--- src/rtl/imm_pkg.sv ---
// imm_pkg: format tags, LEGv8 opcode constants and the decoded entry type for imm_ext_pipe.
package imm_pkg;
   typedef enum logic [2:0] {NONE = 3'd0, D = 3'd1, CB = 3'd2, B = 3'd3, I = 3'd4, IW = 3'd5} fmt_e;
   localparam int MAX_XLEN = 64;
   localparam logic [10:0] OP_LDUR = 11'b11111000010;
   localparam logic [10:0] OP_STUR = 11'b11111000000;
   localparam logic [7:0]  OP_CBZ  = 8'b10110100;
   localparam logic [7:0]  OP_CBNZ = 8'b10110101;
   localparam logic [5:0]  OP_B    = 6'b000101;
   localparam logic [5:0]  OP_BL   = 6'b100101;
   localparam logic [9:0]  OP_ADDI = 10'b1001000100;
   localparam logic [9:0]  OP_SUBI = 10'b1101000100;
   localparam logic [8:0]  OP_MOVZ = 9'b110100101;
   // imm is held at the widest legal XLEN; the top truncates to its own XLEN
   typedef struct packed {
      logic [MAX_XLEN-1:0] imm;
      fmt_e                fmt;
      logic                illegal;
   } entry_t;
endpackage

--- src/rtl/imm_ext_pipe_decode.sv ---
// imm_decode: combinational LEGv8 immediate decoder, first matching format wins.
// IMM_BRANCH_SHL2_EN turns CB/B word offsets into byte offsets.
module imm_decode
   import imm_pkg::*;
(
   input  logic [31:0] instr,
   output entry_t      e
);
`ifdef IMM_BRANCH_SHL2_EN
   localparam int BR_SH = 2;
`else
   localparam int BR_SH = 0;
`endif
   logic [63:0] sd, scb, sb, zi, ziw;
   assign sd  = {{55{instr[20]}}, instr[20:12]};
   assign scb = {{45{instr[23]}}, instr[23:5]} << BR_SH;
   assign sb  = {{38{instr[25]}}, instr[25:0]} << BR_SH;
   assign zi  = {52'b0, instr[21:10]};
   assign ziw = {48'b0, instr[20:5]} << {instr[22:21], 4'b0};
   always_comb begin
      e = '{imm: '0, fmt: NONE, illegal: 1'b1};
      if (instr[31:21] == OP_LDUR || instr[31:21] == OP_STUR) e = '{imm: sd, fmt: D, illegal: 1'b0};
      else if (instr[31:24] == OP_CBZ || instr[31:24] == OP_CBNZ) e = '{imm: scb, fmt: CB, illegal: 1'b0};
      else if (instr[31:26] == OP_B || instr[31:26] == OP_BL) e = '{imm: sb, fmt: B, illegal: 1'b0};
      else if (instr[31:22] == OP_ADDI || instr[31:22] == OP_SUBI) e = '{imm: zi, fmt: I, illegal: 1'b0};
      else if (instr[31:23] == OP_MOVZ) e = '{imm: ziw, fmt: IW, illegal: 1'b0};
   end
endmodule

--- src/rtl/imm_ext_pipe.sv ---
// imm_ext_pipe: registered immediate extractor behind a 2-entry skid buffer with a
// saturating illegal-word counter. Honours IMM_BRANCH_SHL2_EN via imm_decode.
module imm_ext_pipe
   import imm_pkg::*;
#(
   parameter int XLEN  = 64,
   parameter int CNT_W = 16
) (
   input  logic             clk,
   input  logic             reset,
   input  logic             in_valid,
   output logic             in_ready,
   input  logic [31:0]      in_instr,
   output logic             out_valid,
   input  logic             out_ready,
   output logic [XLEN-1:0]  out_imm,
   output fmt_e             out_fmt,
   output logic             out_illegal,
   output logic [CNT_W-1:0] illegal_count
);
   entry_t d, head, tail;
   logic [1:0] cnt;
   logic push, pop;
   imm_decode u_dec (.instr(in_instr), .e(d));
   // ready depends only on registered occupancy, never on out_ready
   assign in_ready    = cnt != 2'd2;
   assign out_valid   = cnt != 2'd0;
   assign push        = in_valid && in_ready;
   assign pop         = out_valid && out_ready;
   assign out_imm     = head.imm[XLEN-1:0];
   assign out_fmt     = head.fmt;
   assign out_illegal = head.illegal;
   always_ff @(posedge clk or negedge reset) begin
      if (!reset) begin
         head          <= '0;
         tail          <= '0;
         cnt           <= 2'd0;
         illegal_count <= '0;
      end else begin
         if (push && (cnt == 2'd0 || pop)) head <= d;
         else if (pop && cnt == 2'd2) head <= tail;
         if (push && cnt == 2'd1 && !pop) tail <= d;
         cnt <= cnt + 2'(push) - 2'(pop);
         if (push && d.illegal && illegal_count != '1) illegal_count <= illegal_count + CNT_W'(1);
      end
   end
endmodule

--- config.mk ---
export PLATFORM = sky130hd
export DESIGN_NAME = imm_ext_pipe
export DESIGN_NICKNAME = d
export VERILOG_FILES = /design/src/rtl/imm_pkg.sv /design/src/rtl/imm_ext_pipe_decode.sv /design/src/rtl/imm_ext_pipe.sv
export SDC_FILE = /design/constraint.sdc
export NUM_CORES = 1
export LEC_CHECK = 0
export CELL_PAD_IN_SITES_DETAIL_PLACEMENT = 1
export CELL_PAD_IN_SITES_GLOBAL_PLACEMENT = 1
export CORE_UTILIZATION = 44
export CTS_CLUSTER_DIAMETER = 200
export DETAILED_ROUTE_END_ITERATION = 12
export GPL_TIMING_DRIVEN = 0
export PLACE_DENSITY_LB_ADDON = 0.1
export SYNTH_ARGS = -nofsm -noshare
export SYNTH_HDL_FRONTEND = slang
export SYNTH_SLANG_ARGS = --single-unit
--- constraint.sdc ---
create_clock -name clk -period 4.3 [get_ports clk]
set_input_delay 0.86 -clock clk [delete_from_list [all_inputs] [get_ports clk]]
set_output_delay 0.86 -clock clk [all_outputs]
set_load 0.05 [all_outputs]
==> flow_summary.yaml, run 1 <==
status:
  status: "finished clean"
place:
  post-place-ws_ns: 0.569
  io_buffers: 114
  place_congestion: 0.946
  place_hpwl_um: 18000
clocking:
  cts_resized: 0
  cts_hold_buf: 0
  clockBufferDepth: 2
  cts_buffers: 17
  cts_sinks: 154
  worstSkewPairLatency_ns: 0.43
  cts_root_buffer: "clkbuf_16"
  clkTransAtPathRegs_ns: 0.07
  post_cts_buffers: 0
  ctsHtreeMaxLevel: 4
  cts_tree: "yes"
timing:
  grt_setup_unrepaired: "false"
  clock.fmax_mhz: 292
  fin_crit_ns: 3.43
  final_max_slew_viol_count: 0
  post-route-period-util: 0.797
  setup_tns_ns: 0
  worst_pin_slew_ns: 0.899
  finClkSkew_ns: 0.00765
  fin_ws_ns: 0.872
  finalHoldViolCount: 0
  finalSetupViolations: 0
  relSlewSlack: 0.393
layout:
  drive_above_1_share: 0.0716
  area_growth_pct: 28.1
  layout_commonest_cell: "dfrtp_1"
  diodes: 0
  nNetsFinal: 934
  final_cell_mix: "dfrtp_1, o21ai_0, clkdlybuf4s50_1"
synthesis:
  synthCells: 761
  seq_area_frac_synth: 0.531
  yosysWarningCount: 0
  synth_edf_count: 0
  avgSynthCellArea_um2: 9.53
  synthFlopType: "dfrtp_1"
  ys_ff_latch: 154
  ys_types: 53
  synth_top_area_frac: 0.531
  yosys.area.top_type: "dfrtp_1"
  synth.net_count: 800
  synth_area_um2: 7260
  synthArstFlopShare: 1.00
  yosys-top-cells-area: "dfrtp_1, o21ai_0, a22oi_1, nand2_1, a21oi_1"
pwr:
  fin_total_pwr_mw: 5.28
  p_per_area_nw_per_um2: 568
  clkPwrFrac: 0.295
  max-vdd-ir-drop_v: 0.000346
  switching_share: 0.399
  pwr-share-seq: 0.358
  leakage_nw: 3.85
  p_comb_frac: 0.348
  switchingPower_mw: 2.11
  p_int_mw: 3.18
detailed_routing:
  via_count: 6905
  firstDrtPassIters: 6
  ant_nets: 0
  drt_iter0_drc: 390
  viasPerCell: 6.14
  drc: 0
  routedWlPerCell_um: 23.6
  routed_wl_um: 26500
die:
  boundaryPins: 122
  dieArea_um2: 17000
  die_w_um: 130
  core_um2: 16000
  start_util: 0.453
  die_y_um: 130
  rows: 46
worst_setup_path:
  worstPathRequired_ns: 4.65
  arrival_ns: 3.78
  critPathLaunchType: "primary input"
  reg2reg_depth: 9
  cp_max_fo: 10
  endpoint_kind: "flip-flop"
  path_class: "in -> reg"
global_routing:
  grt_remaining_overflow: 0
  grt.total_usage: 0.328
  antenna_found_initial: 0
  grt_pass1_vias: 7490
  grt_max_degree: 87
  grt_pass1_wl_um: 41400
hold_path:
  hp-class: "in -> async"
flow_run:
  max-cap-violations: 0
## power by group through the flow
stage / Clock (mW) / Sequential (mW) / Combinational (mW)
after floorplan: 0 / 2.35 / 0.656
after global placement: 0 / 1.88 / 1.77
after detailed placement: 0 / 1.91 / 1.82
after CTS: 1.57 / 1.89 / 1.84
after global routing: 1.62 / 1.92 / 1.96
final: 1.56 / 1.89 / 1.84
## cells by family (layout without fill, tap and decap cells)
kind of cell,Yosys count,count (layout),synth area share
AND/OR/NAND/NOR,197,197,0.140
AO/OA/AOI/OAI,314,314,0.255
flip-flops,154,154,0.531
adder cells (fa/ha/maj),3,3,0.00517
XOR/XNOR,17,17,0.0205
buffers and inverters,75,222,0.0467
multiplexers,1,1,0.00155
## critical path, stage by stage
cell,delay [ns]
clkdlybuf4s50_1,0.51
clkbuf_1,0.37
nand3b_1,0.41
nor2_1,0.57
clkbuf_1,0.50
nand2_1,0.13
a21o_1,0.23
a31oi_1,0.19
## Yosys cell counts (3+ instances only)
cell type	number
nand4b_1	3
and3_1	18
ha_1	3
dfrtp_1	154
inv_1	5
nand2_1	104
nand2b_1	3
nand3_1	11
buf_4	4
nor4b_2	3
nand4_1	4
o21ai_1	21
a22oi_1	63
nor2_1	24
and4_1	3
a22o_1	6
buf_1	6
and2_1	3
o21ai_0	115
xnor2_1	15
clkbuf_1	46
a31oi_1	10
a221oi_1	13
a21o_1	3
a21oi_1	73
or2_2	3
buf_2	10
buf_6	4
## layer usage
layer	part of all wire	GRT usage
met1	0.40	0.392
met2	0.51	0.576
met3	0.053	0.0603
met4	0.032	0.153
met5	0	0
## state kept, by name, indices dropped and copies added (netlist names)
| register | cells |
|---|---|
| illegal_count | 16 |
| out_imm | 64 |
| cnt | 2 |
| out_fmt | 3 |
| out_illegal | 1 |
| tail | 68 |
## through the flow
step,hold slack [ns],cell area (um^2),util,std cells
final,0.405,9300,0.581,1124
after global placement,0.462,8670,0.542,1091
after global routing,0.475,9300,0.581,1124
after detailed placement,0.471,8700,0.543,1092
after floorplan,0.450,7260,-,761
after CTS,0.443,9300,0.581,1124
## layout make-up
cell class | count | area [um^2]
plain buffers | 70 | 320
clock buffers | 19 | 433
clock inverters | 13 | 169
fillers | 1854 | 6700
inverters | 5 | 18.8
multi-input cells | 532 | 3060
flip-flops and latches | 154 | 3850
well taps | 216 | 270
repair buffers | 115 | 1170
## final timing paths
path	start	endpoint	slack (ns)
worst max register to register	cnt[1]	out_imm[22]	1.58
worst max-delay path	in_instr[29]	tail[12]	0.87
max in group asynchronous	reset	out_imm[51]	3.06
worst min register to register	tail[23]	tail[23]	0.49
min in group clk	tail[23]	tail[23]	0.49
worst min-delay path	reset	out_imm[10]	0.41
(Power assumes the default switching activity.)
==> inputs of run 2 (changes only) <==
- CORE_UTILIZATION: 44 -> 37
- clock period: 4.3 -> 2.9 ns (I/O delays scaled with it)
==> flow_summary.yaml, run 2 (synthesis results as in run 1) <==
clocking:
  clockBufferDepth: 2
  clkTransAtPathRegs_ns: 0.06
  cts_root_buffer: "clkbuf_16"
  worstSkewPairLatency_ns: 0.42
  cts_hold_buf: 0
  cts_sinks: 154
  cts_buffers: 17
  ctsHtreeMaxLevel: 4
  cts_tree: "yes"
pwr:
  leakage_nw: 3.87
  p_per_area_nw_per_um2: 818
  max-vdd-ir-drop_v: 0.000459
worst_setup_path:
  path_class: "in -> reg"
  endpoint_kind: "flip-flop"
  reg2reg_depth: 7
  worstPathRequired_ns: 3.20
  arrival_ns: 3.15
  critPathLaunchType: "primary input"
  cp_max_fo: 10
die:
  die_y_um: 142
  core_um2: 19000
  rows: 50
  dieArea_um2: 20200
  die_w_um: 142
  boundaryPins: 122
  start_util: 0.383
detailed_routing:
  via_count: 6700
  routedWlPerCell_um: 22.2
  ant_nets: 0
  firstDrtPassIters: 5
  viasPerCell: 5.73
  drt_iter0_drc: 445
  routed_wl_um: 25900
  drc: 0
timing:
  final_max_slew_viol_count: 0
  post-route-period-util: 0.981
  grt_setup_unrepaired: "false"
  relSlewSlack: 0.394
  clock.fmax_mhz: 351
  finClkSkew_ns: 0.00783
  worst_pin_slew_ns: 0.897
  holdWs_ns: 0.111
  finalHoldViolCount: 0
  fin_crit_ns: 2.85
  finalSetupViolations: 0
place:
  place_area_um2: 8750
  place_hpwl_um: 18100
  io_buffers: 114
  place_congestion: 0.941
layout:
  drive_above_1_share: 0.0803
  largest_register_ffs: 68
  nNetsFinal: 935
  stdcell_area_um2: 9330
  final_cell_mix: "dfrtp_1, o21ai_0, clkdlybuf4s50_1"
  layout_commonest_cell: "dfrtp_1"
  regMostFlops: "tail"
  area_growth_pct: 28.6
  diodes: 0
global_routing:
  grt_remaining_overflow: 0
  antenna_found_initial: 0
  grt.total_usage: 0.267
  grt_pass1_vias: 7059
  grt_pass1_wl_um: 40500
  grt_max_degree: 101
hold_path:
  hp-class: "in -> async"
flow_run:
  max-cap-violations: 0
status:
  status: "finished clean"
run 2: stage by stage:
stage          utilization  worst slack [ns]  instances  TNS, ns  power (mW)
6_report             0.492            0.0542       1169        0        7.63
3_5_place_dp         0.462            -0.563       1136   -49.77        5.52
3_3_place_gp         0.460             -4.95       1135  -801.49        5.44
4_1_cts              0.491           0.00670       1169        0        7.68
5_1_grt              0.492           0.00159       1169        0        7.97
2_1_floorplan            -             0.550        761        0        4.46
run 2: cell type report:
type                    instances  area (um^2)
flip-flops and latches        154         3850
repair buffers                116         1180
inverters                       5         18.8
fillers                      2157         9620
plain buffers                  70          325
multi-input cells             532         3080
well taps                     260          325
clock buffers                  19          433
clock inverters                13          118
run 2: repair_timing:
item	CTS	global route
buffers inserted	1	0
gates resized for setup	2	9
pin swaps	1	0
setup endpoints to repair	25	70
run 2: power breakdown:
part / leakage [nW] / total, mW / switching (mW) / internal [mW]
sequential: 2.09 / 2.78 / 0.267 / 2.52
clock: 0.268 / 2.14 / 0.954 / 1.19
combinational: 1.51 / 2.70 / 1.87 / 0.833
run 2: worst max-delay path: stages:
cell and delay, ns:
clkdlybuf4s50_1 0.54, nor4bb_1 0.81, clkbuf_1 0.44, o21ai_0 0.21
a22oi_1 0.21, nor2_1 0.11, o31a_1 0.25
run 2: metal layers:
metal	global-route usage	routed length, um	vias up
met5	0	0	-
met4	0.106	652	0
met3	0.0451	1160	40
met2	0.438	12500	200
met1	0.352	11600	3435
li1	-	-	3025
run 2: path summary, 6_finish.rpt:
path,startpoint,to,slack [ns]
worst max-delay path,in_instr[28],out_imm[9],0.05
worst min-delay path,reset,out_imm[0],0.11
worst max register to register,cnt[1],out_imm[26],0.24
worst min register to register,tail[17],tail[17],0.48
max in group asynchronous,reset,tail[42],1.90
min in group clk,tail[17],tail[17],0.48
